--- src/rtl/energy_sample_sequencer.sv ---
// rtl/energy_sample_sequencer.sv - round-robin converter sample scheduler (optional OVP_ALARM_EN)
module energy_sample_sequencer #(
    parameter int NUM_CH     = 4,
    parameter int SETTLE_CYC = 3,
    parameter int DATA_W     = 8,
    parameter int PER_W      = 8,
    localparam int CH_W      = (NUM_CH > 1) ? $clog2(NUM_CH) : 1
) (
    input  logic              clk,
    input  logic              rst_n,
    input  logic              ena,
    input  logic [NUM_CH-1:0] ch_req,
    input  logic [PER_W-1:0]  period,
    input  logic [DATA_W-1:0] adc_data,
    input  logic              sample_ready,
    input  logic [DATA_W-1:0] ovp_thresh,
    input  logic              ovp_clr,
    output logic [CH_W-1:0]   ch_sel,
    output logic [DATA_W-1:0] sample_data,
    output logic [CH_W-1:0]   sample_ch,
    output logic              sample_valid,
    output logic              busy,
    output logic [7:0]        overrun_cnt,
    output logic              ovp_flag
);

    typedef enum logic [1:0] {S_IDLE, S_SETTLE, S_CAPTURE, S_PRESENT} state_t;

    state_t            r_state;
    state_t            w_next_state;
    logic [PER_W-1:0]  r_tick_cnt;
    logic [3:0]        r_settle_cnt;
    logic [CH_W-1:0]   r_last_grant;
    logic [CH_W-1:0]   r_ch_sel;
    logic [CH_W-1:0]   r_sample_ch;
    logic [DATA_W-1:0] r_sample_data;
    logic              r_sample_valid;
    logic [7:0]        r_overrun_cnt;
    logic              r_ovp_flag;
    logic [CH_W-1:0]   w_grant;
    logic [CH_W:0]     w_idx;
    logic              w_tick;
    logic              w_start;
    logic              w_transfer;

    assign w_tick     = (r_tick_cnt == period);
    assign w_start    = (r_state == S_IDLE) && w_tick && (|ch_req);
    assign w_transfer = (r_state == S_PRESENT) && r_sample_valid && sample_ready;

    // Walk candidates farthest-first so the nearest requester after last_grant wins.
    always_comb begin
        w_grant = r_last_grant;
        w_idx   = '0;
        for (int i = NUM_CH; i >= 1; i--) begin
            w_idx = {1'b0, r_last_grant} + (CH_W+1)'(i);
            if (w_idx >= (CH_W+1)'(NUM_CH)) begin
                w_idx = w_idx - (CH_W+1)'(NUM_CH);
            end
            if (ch_req[w_idx[CH_W-1:0]]) begin
                w_grant = w_idx[CH_W-1:0];
            end
        end
    end

    always_comb begin
        w_next_state = r_state;
        unique case (r_state)
            S_IDLE:    if (w_start) w_next_state = S_SETTLE;
            S_SETTLE:  if (r_settle_cnt == 4'd0) w_next_state = S_CAPTURE;
            S_CAPTURE: w_next_state = S_PRESENT;
            S_PRESENT: if (w_transfer) w_next_state = S_IDLE;
            default:   w_next_state = S_IDLE;
        endcase
    end

    always_ff @(posedge clk or negedge rst_n) begin
        if (!rst_n) begin
            r_state <= S_IDLE;
        end else if (ena) begin
            r_state <= w_next_state;
        end
    end

    always_ff @(posedge clk or negedge rst_n) begin
        if (!rst_n) begin
            r_tick_cnt     <= '0;
            r_settle_cnt   <= '0;
            r_last_grant   <= CH_W'(NUM_CH - 1);
            r_ch_sel       <= '0;
            r_sample_ch    <= '0;
            r_sample_data  <= '0;
            r_sample_valid <= 1'b0;
            r_overrun_cnt  <= '0;
        end else if (ena) begin
            r_tick_cnt <= w_tick ? '0 : r_tick_cnt + 1'b1;
            // Ticks that land while a sample is in flight are lost; count them.
            if (w_tick && (r_state != S_IDLE) && (r_overrun_cnt != 8'hFF)) begin
                r_overrun_cnt <= r_overrun_cnt + 8'd1;
            end
            if (w_start) begin
                r_ch_sel     <= w_grant;
                r_last_grant <= w_grant;
                r_settle_cnt <= 4'(SETTLE_CYC);
            end
            if ((r_state == S_SETTLE) && (r_settle_cnt != 4'd0)) begin
                r_settle_cnt <= r_settle_cnt - 4'd1;
            end
            if (r_state == S_CAPTURE) begin
                r_sample_data  <= adc_data;
                r_sample_ch    <= r_ch_sel;
                r_sample_valid <= 1'b1;
            end
            if (w_transfer) begin
                r_sample_valid <= 1'b0;
            end
        end
    end

`ifdef OVP_ALARM_EN
    always_ff @(posedge clk or negedge rst_n) begin
        if (!rst_n) begin
            r_ovp_flag <= 1'b0;
        end else if (ena) begin
            if ((r_state == S_CAPTURE) && (adc_data > ovp_thresh)) begin
                r_ovp_flag <= 1'b1;
            end else if (ovp_clr) begin
                r_ovp_flag <= 1'b0;
            end
        end
    end
`else
    logic w_unused_ovp;
    assign w_unused_ovp = ^{ovp_thresh, ovp_clr};
    assign r_ovp_flag   = 1'b0;
`endif

    assign ch_sel       = r_ch_sel;
    assign sample_data  = r_sample_data;
    assign sample_ch    = r_sample_ch;
    assign sample_valid = r_sample_valid;
    assign busy         = (r_state != S_IDLE);
    assign overrun_cnt  = r_overrun_cnt;
    assign ovp_flag     = r_ovp_flag;

endmodule

--- config.mk ---
export PLATFORM = sky130hd
export DESIGN_NAME = energy_sample_sequencer
export DESIGN_NICKNAME = d
export VERILOG_FILES = /design/src/rtl/energy_sample_sequencer.sv
export SDC_FILE = /design/constraint.sdc
export NUM_CORES = 1
export LEC_CHECK = 0
export CELL_PAD_IN_SITES_DETAIL_PLACEMENT = 1
export CELL_PAD_IN_SITES_GLOBAL_PLACEMENT = 2
export CORE_MARGIN = 1
export CORE_UTILIZATION = 31
export DETAILED_ROUTE_END_ITERATION = 8
export PLACE_DENSITY_LB_ADDON = 0.1
export SYNTH_ARGS = -nofsm -noshare
export SYNTH_HDL_FRONTEND = slang
export SYNTH_SLANG_ARGS = --single-unit
--- constraint.sdc ---
create_clock -name clk -period 3.3 [get_ports clk]
set_input_delay 0.99 -clock clk [delete_from_list [all_inputs] [get_ports clk]]
set_output_delay 0.99 -clock clk [all_outputs]
set_load 0.03 [all_outputs]
==> results of run 1 <==
[cell families after synthesis]
| kind of cell | after synthesis | synth area share |
|---|---|---|
| compound gates | 26 | 0.0911 |
| fa+ha+maj | 7 | 0.0459 |
| xor+xnor | 20 | 0.0917 |
| simple gates | 55 | 0.161 |
| other cells | 1 | 0.00196 |
| buf+inv | 16 | 0.0380 |
| flops | 37 | 0.486 |
| mux | 14 | 0.0839 |
[layout make-up]
| type | count | area share |
|---|---|---|
| flip-flops and latches | 37 | 0.361 |
| multi-input cells | 123 | 0.353 |
| repair buffers | 48 | 0.182 |
| well taps | 75 | 0.0365 |
| clock buffers | 5 | 0.0268 |
| clock inverters | 3 | 0.0253 |
| inverters | 10 | 0.0146 |
[critical path: stages (launching register included)]
cell	delay, ns
dfrtp_1	0.40
inv_1	0.08
ha_1	0.25
inv_1	0.11
clkdlybuf4s50_1	0.67
[where the power goes]
part | total (mW) | switching [mW] | internal (mW) | leakage, nW
registers | 0.715 | 0.120 | 0.594 | 0.468
logic | 0.754 | 0.407 | 0.347 | 0.610
clock network | 0.465 | 0.165 | 0.300 | 0.0681
[metrics by stage]
| stage | worst slack (ns) | instance area (sq um) |
|---|---|---|
| 2_1_floorplan | 0.912 | 1910 |
| 3_3_place_gp | 0.390 | 2440 |
| 3_5_place_dp | 0.333 | 2440 |
| 4_1_cts | 0.496 | 2570 |
| 5_1_grt | 0.413 | 2570 |
| 6_report | 0.514 | 2570 |
[per-layer routing]
metal | vias up | part of all wire | GRT usage
li1 | 704 | - | -
met3 | 2 | 0.039 | 0.0352
met5 | - | 0 | 0
met1 | 730 | 0.42 | 0.175
met4 | 0 | 0.0047 | 0.0375
met2 | 28 | 0.54 | 0.278
[synth_stat cells, drive strengths merged]
library cell | number | share of area
mux2i | 1 | 0.0052
dfrtp | 35 | 0.46
nor4 | 2 | 0.013
clkbuf | 3 | 0.0059
o21ai | 5 | 0.013
xnor2 | 9 | 0.041
nand3 | 12 | 0.031
o32a | 1 | 0.0052
nor2b | 1 | 0.0033
inv | 10 | 0.020
nor3 | 1 | 0.0026
o221ai | 1 | 0.0046
nand4 | 4 | 0.016
dfstp | 2 | 0.028
xor2 | 11 | 0.050
o22ai | 5 | 0.016
a21o | 3 | 0.012
o211ai | 1 | 0.0039
a211o | 1 | 0.0046
and2 | 6 | 0.021
o21a | 2 | 0.0079
nor2 | 12 | 0.024
o2bb2ai | 1 | 0.0046
nand2b | 3 | 0.0098
buf | 3 | 0.012
nor3b | 1 | 0.0066
conb | 1 | 0.0020
a31oi | 2 | 0.0066
mux2 | 13 | 0.079
a41oi | 1 | 0.0046
nor4b | 1 | 0.0046
nand2 | 8 | 0.016
and3 | 4 | 0.013
ha | 7 | 0.046
a21oi | 3 | 0.0079
[sequential cells by signal (all words and copies together) (netlist names)]
| name | count |
|---|---|
| overrun_cnt | 8 |
| sample_valid | 1 |
| r_tick_cnt | 8 |
| r_last_grant | 2 |
| r_state | 2 |
| sample_ch | 2 |
| sample_data | 8 |
| ch_sel | 2 |
| r_settle_cnt | 4 |
[worst paths after layout]
check                               startpoint        endpoint  slack [ns]  cells past startpoint
worst min-delay path            overrun_cnt[4]  overrun_cnt[4]        0.50                      1
worst min register to register  overrun_cnt[4]  overrun_cnt[4]        0.50                      1
worst max-delay path                r_state[0]            busy        0.51                      4
worst max register to register  overrun_cnt[3]  overrun_cnt[1]        1.28                      5
max in group asynchronous                rst_n   r_tick_cnt[2]        1.96                      1
min in group asynchronous                rst_n   r_tick_cnt[4]        0.79                      1
==> results.txt, run 1 <==
Max-slew headroom - 0.434
Most frequent cells in the layout - clkdlybuf4s50_1 (44), dfrtp_1 (35), nand3_1 (12), nor2_1 (12)
Netlist cell types - 42
Post-route minimum period - 2.79 ns
Power density cells - 752 nW/um^2
Clk_lat worst skew - 0.28 ns
Inserted Clock Buffers - 5
Final Max Slew Viols - 0
Critical Path End Type - output port
Most common cell after layout, fill and taps aside - clkdlybuf4s50_1
Total of cells resized after clock tree synthesis - 0
DP Wirelength - 3.33 mm
Setup Fix Bufs, Post-CTS - 0
Endpoints failing hold - 0
Clock tree buffer depth - 2
Initial Utilization - 0.322
Via count - 1,464
Post-CTS Hold Buffers - 0
Clk sink count - 37
Seq. cell area - 928 sq um
Initial detailed-routing violation count - 63
Footprint of the multi-input gates - 908 sq um
FF+latch count, synth - 37
Register area share after synthesis - 0.486
Syn Inst Count - 176
Initial antenna violation count - 0
Final Setup Violations - 0
Worst EP arrival - 1.80 ns
Total power - 1.93 mW
Least-Margin Pin Slew - 0.849 ns
Worst min path class - register to register
Share of cells above drive strength 1 - 0.137
Area delta synth->final - 34.6%
Filler cell count - 653
DR WL/cell - 14.8 um
DR vias/cell - 4.86
Tot GR Track Use - 0.151
VDD IR-drop max - 0.000422 V
Maximum clock frequency - 0.359 GHz
Die area - 6480 sq um
CP Data Required Time - 2.31 ns
Status - complete, no violations
Avg Cell Area, Syn - 10.8 sq um
Placed Instances - 293
Core area - 5920 sq um
Congestion Overflow GR - 0
Synth warnings - 0
Number of port buffers - 45
H-tree depth - 2
CP Launch Type - register
Syn Nets - 216
Die Y - 80.5 um
Antenna-violating nets left - 0
Lkg Pwr - 1.15 nW
Period utilization - 0.844
Kind of critical path - register to output port
Fin cells - 301
First-pass GRT wire length - 7.49 mm
Final design utilization - 0.434
Area of the mapped netlist - 1910 sq um
Largest net degree at the start of global routing - 38
Max Fanout on Critical Path - 4
Ports - 56
Die W - 80.5 um
Clock-pin slew on the worst setup and hold paths - 0.07 ns
Clk_skew - 0.00649 ns
Root buffer cell - clkbuf_8
DRC Markers - 0
Maxcap violations - 0
CTS tree - built
Vias in the first global route - 1,647
RSZ-0062 raised after global routing - false
Total Wirelength - 4.46 mm
Cell Rows - 28
Pre-antenna DRT Iters - 4
# diodes - 0
Setup_tns - 0 ns
Placer Congestion - 0.762
Hold slack - 0.502 ns
Layout Nets - 265
Note: power is estimated with default switching activity, not from simulation.
==> run 2: changes to the inputs <==
CORE_UTILIZATION = 29   (was 31)
clock period = 2.7 ns   (was 3.3 ns; I/O delays follow)
==> run 2 against run 1 <==
Clock skew is 0.0078 ns higher; core utilization is 2.8 points lower; via count is 2.5% higher; sequential cell count unchanged; combinational power is 26% higher; critical path depth up 3; die area grew 6.7%; non-clock buffer count is 4 higher; power is 19% higher; routed wire length increased by 3.5%; register-to-register slack worse by 0.53 ns; largest power group unchanged.
==> results.txt, run 2 (synthesis gave the netlist of run 1 again) <==
Tot GR Track Use - 0.145
First-pass GRT wire length - 7.89 mm
CP startpoint - period[5]
Final Max Slew Viols - 0
DRC Markers - 0
CP cell instances - clkdlybuf4s50_1 -> xor2_1 -> nor4_2 -> buf_4 -> nand3_1 -> a21oi_1 -> mux2_1
Setup_tns - 0 ns
Antenna-violating nets left - 0
Logic pwr share - 0.414
Most frequent cells in the layout - clkdlybuf4s50_1 (43), dfrtp_1 (35), nand3_1 (12), nor2_1 (12)
Core area - 6350 sq um
CP peak stage delay - 0.41 ns
Filler cell count - 726
Post-route minimum period - 2.43 ns
Period utilization - 0.901
Total of cells resized after clock tree synthesis - 0
Area delta synth->final - 35.1%
DR WL/cell - 15.0 um
Number of port buffers - 45
Ports - 56
Power density cells - 890 nW/um^2
Reg-to-Reg Start - r_state[0]
Congestion Overflow GR - 0
Sw power - 0.853 mW
Clk sink count - 37
Final Setup Violations - 0
Initial Utilization - 0.301
Initial detailed-routing violation count - 46
Cell Rows - 29
Setup Fix Bufs, Post-CTS - 0
Endpoints failing hold - 0
Post-CTS Hold Buffers - 0
Slowest CP cell - clkdlybuf4s50_1
DP Wirelength - 3.60 mm
Clk_skew - 0.0143 ns
Max-slew headroom - 0.543
Delay-heaviest family, CP - buffers and inverters
Lkg Pwr - 1.16 nW
Crit path buffers/inverters - 2
Worst EP arrival - 2.60 ns
Maxcap violations - 0
Inserted Clock Buffers - 5
Clock tree buffer depth - 2
Layout Nets - 269
CP Data Required Time - 2.86 ns
Worst min path class - input pin to async pin
Die W - 83.1 um
Worst reg-to-reg path cell count - 7
Pre-antenna DRT Iters - 2
DR vias/cell - 4.89
Least-Margin Pin Slew - 0.683 ns
Hold slack - 0.426 ns
# diodes - 0
Total Wirelength - 4.62 mm
Reg-to-Reg End - r_state[1]
Most common cell after layout, fill and taps aside - clkdlybuf4s50_1
CP Launch Type - input pin
Vias in the first global route - 1,612
Largest net degree at the start of global routing - 22
Die area - 6910 sq um
Int Pwr - 1.44 mW
Via count - 1,500
Die Y - 83.1 um
Root buffer cell - clkbuf_8
Switching Share - 0.372
Maximum clock frequency - 0.411 GHz
Critical Path End Type - register
Kind of critical path - input pin to register
Clock-pin slew on the worst setup and hold paths - 0.08 ns
Share of cells above drive strength 1 - 0.148
Power share of the clock group - 0.204
RSZ-0062 raised after global routing - false
Placer Congestion - 0.707
VDD IR-drop max - 0.000462 V
Max Fanout on Critical Path - 4
Reg2Reg Setup Slack - 0.75 ns
Clk_lat worst skew - 0.29 ns
H-tree depth - 2
Status - complete, no violations
CTS tree - built
Flop pwr share - 0.382
Initial antenna violation count - 0
run 2: cell count changes in the layout (fill, tap and decap cells not counted):
cell / before / now
buf_4: 3 / 7
bufinv_16: 2 / 1
dlymetal6s2s_1: 0 / 1
clkdlybuf4s50_1: 44 / 43
clkbuf_1: 0 / 1
run 2: cell type report:
| type | instances | area [sq um] | share of cell area |
|---|---|---|---|
| sequential | 37 | 928 | 0.360 |
| timing repair buffer | 52 | 500 | 0.194 |
| multi-input combinational | 123 | 908 | 0.352 |
| inverter | 10 | 37.5 | 0.0146 |
| clock inverter | 2 | 35.0 | 0.0136 |
| clock buffer | 6 | 72.6 | 0.0281 |
| tap | 77 | 96.3 | 0.0374 |
run 2: layer usage:
metal | global-route usage | vias to the layer above | wire length (um)
met3 | 0.0328 | 5 | 160
met4 | 0.0423 | 0 | 57
met2 | 0.270 | 29 | 2500
met1 | 0.164 | 750 | 1890
met5 | 0 | - | 0
li1 | - | 716 | -
run 2: worst max path at each step:
stage	cells after the start	end	slack, ns
floorplan	6	overrun_cnt[1]	0.49
global placement	7	overrun_cnt[1]	0.03
global route	7	r_state[1]	0.15
finish	7	r_state[1]	0.27
detailed placement	7	r_state[1]	-0.03
CTS	4	busy	0.05
run 2: through the flow:
stage | setup WS (ns) | instance area, sq um | total power [mW] | instances | util
CTS | 0.0477 | 2580 | 2.34 | 307 | 0.406
detailed placement | -0.0288 | 2470 | 1.85 | 299 | 0.389
global route | 0.154 | 2580 | 2.46 | 307 | 0.406
finish | 0.268 | 2580 | 2.29 | 307 | 0.406
floorplan | 0.492 | 1910 | 1.45 | 176 | -
global placement | 0.0262 | 2470 | 1.79 | 299 | 0.389
run 2: power groups by stage:
stage | clock [mW] | sequential, mW | combinational (mW)
CTS | 0.490 | 0.879 | 0.969
global placement | 0 | 0.873 | 0.915
floorplan | 0 | 1.03 | 0.426
detailed placement | 0 | 0.889 | 0.963
finish | 0.468 | 0.877 | 0.949
global route | 0.513 | 0.904 | 1.04
==> run 3: changes to the inputs <==
HOLD_SLACK_MARGIN = 0.03   (was default)
PLACE_DENSITY = 0.85   (was default)
PLACE_DENSITY_LB_ADDON = default   (was 0.1)
clock period = 2.33 ns   (was 2.7 ns; I/O delays follow)
==> run 3 against run 2 <==
Non-clock buffer count rose by 12; final cell count grew 3.9%; clock power barely moved; hold slack improved by 0.016 ns; register-to-register slack lost 0.30 ns; setup slack worse by 0.18 ns; largest cell class unchanged; largest power group unchanged; first-iteration DRC count fell by 20%; clock-buffer cell count up 2; global-route usage shrank 0.80 points; power is 13% higher; design area up 3.6%; via count grew 1.8%.
==> results.txt, run 3 (synthesis gave the netlist of run 1 again) <==
Status - complete, no violations
Total of cells resized after clock tree synthesis - 1
Final Max Slew Viols - 0
Sw power - 0.969 mW
Initial Utilization - 0.301
Maximum clock frequency - 0.446 GHz
Setup Fix Bufs, Post-CTS - 0
CP Data Required Time - 1.63 ns
Max Fanout on Critical Path - 4
Layout Nets - 281
DR WL/cell - 13.0 um
# diodes - 0
Placed Instances - 311
Met2 usage - 0.232
Die W - 83.1 um
Cell Rows - 29
Placer Congestion - 0.731
GRT Max-Usage Layer - met2
CP peak stage delay - 0.42 ns
Least-Margin Pin Slew - 0.604 ns
Via count - 1,527
Crit path buffers/inverters - 3
Final Setup Violations - 0
Total Wirelength - 4.14 mm
Reg-to-Reg End - r_state[1]
GRT met3 Usage - 0.0358
Maxcap violations - 0
Delay-heaviest family, CP - buffers and inverters
Critical Path End Type - output port
Share of cells above drive strength 1 - 0.186
Final worst setup slack - 0.0885 ns
Initial antenna violation count - 0
Design area - 2670 sq um
Number of port buffers - 45
Int Pwr - 1.62 mW
Lkg Pwr - 1.21 nW
Root buffer cell - clkbuf_8
Reg2Reg Setup Slack - 0.45 ns
CP cell instances - inv_1 -> ha_1 -> inv_1 -> dlygate4sd2_1
Cell mode on critical path - inv_1
Endpoints failing hold - 0
Clock-pin slew on the worst setup and hold paths - 0.07 ns
Worst min path class - input pin to async pin
Largest net degree at the start of global routing - 38
Footprint of the multi-input gates - 908 sq um
Kind of critical path - register to output port
VDD IR-drop max - 0.000456 V
Clock tree buffer depth - 2
Logic pwr share - 0.430
Filler cell count - 710
Congestion Overflow GR - 0
Worst reg-to-reg path cell count - 8
Grt met1 use - 0.166
Post-Place Setup Slack - -0.186 ns
DP Wirelength - 3.07 mm
Initial detailed-routing violation count - 37
Area after DPL - 2580 sq um
Power share of the clock group - 0.180
Most common cell after layout, fill and taps aside - clkdlybuf4s50_1
Ports - 56
Period utilization - 0.962
Area delta synth->final - 40.0%
Clk_lat worst skew - 0.29 ns
Clk_skew - 0.00319 ns
Core area - 6350 sq um
H-tree depth - 2
Pre-antenna DRT Iters - 3
Reg-to-Reg Start - r_state[0]
CTS tree - built
DR vias/cell - 4.79
Flop pwr share - 0.390
Switching Share - 0.374
Die Y - 83.1 um
RSZ-0062 raised after global routing - false
Fin cells - 319
Clk sink count - 37
Post-route minimum period - 2.24 ns
Worst EP arrival - 1.54 ns
Slowest CP cell - dfrtp_1
Total power - 2.59 mW
Inserted Clock Buffers - 5
DRC Markers - 0
Tot GR Track Use - 0.137
Power density cells - 969 nW/um^2
Post-CTS Hold Buffers - 0
Vias in the first global route - 1,638
Most frequent cells in the layout - clkdlybuf4s50_1 (43), dfrtp_1 (35), buf_4 (17)
Seq. cell area - 928 sq um
CP Launch Type - register
Antenna-violating nets left - 0
First-pass GRT wire length - 7.58 mm
Max-slew headroom - 0.596
Die area - 6910 sq um
run 3: cell count changes in the layout (fill, tap and decap cells not counted):
cell and delta:
buf_12 +2, buf_4 +10, bufinv_16 -1, clkbuf_1 +1
clkbuf_8 +1, clkinv_2 -1, dlygate4sd2_1 +1, dlymetal6s2s_1 -1
run 3: power groups by stage:
stage | Combinational [mW] | Clock, mW | Sequential [mW]
floorplan | 0.494 | 0 | 1.19
global placement | 1.11 | 0 | 1.01
detailed placement | 1.13 | 0 | 1.02
CTS | 1.13 | 0.492 | 1.01
global route | 1.22 | 0.515 | 1.05
finish | 1.11 | 0.467 | 1.01
run 3: per-stage QoR:
| stage | TNS, ns | hold WS, ns | util |
|---|---|---|---|
| 4_1_cts | 0 | 0.470 | 0.421 |
| 3_3_place_gp | -1.66 | 0.478 | 0.407 |
| 6_report | 0 | 0.442 | 0.421 |
| 5_1_grt | 0 | 0.489 | 0.421 |
| 2_1_floorplan | 0 | 0.403 | - |
| 3_5_place_dp | -1.67 | 0.496 | 0.407 |
run 3: area by class of cell:
class | instances | area share
clock buffer | 8 | 0.0337
inverter | 10 | 0.0140
multi-input combinational | 123 | 0.340
sequential | 37 | 0.347
tap | 77 | 0.0360
timing repair buffer | 64 | 0.229
run 3: how the worst max path moves through the flow:
stage                    start  slack (ns)             end  cells past startpoint
CTS                 r_state[0]        0.06            busy                      4
global route        r_state[0]       0.006            busy                      4
finish              r_state[0]        0.09            busy                      4
floorplan            period[5]        0.23  overrun_cnt[1]                      6
detailed placement   period[5]       -0.19      r_state[1]                      7
global placement     period[5]       -0.18      r_state[1]                      7
run 3: routing by layer:
layer  up-vias  routed length [um]  part of all wire
met4         0                  51             0.012
met5         -                   0                 0
met2        27                2060              0.50
met3         5                 152             0.037
met1       755                1880              0.45
li1        740                   -                 -
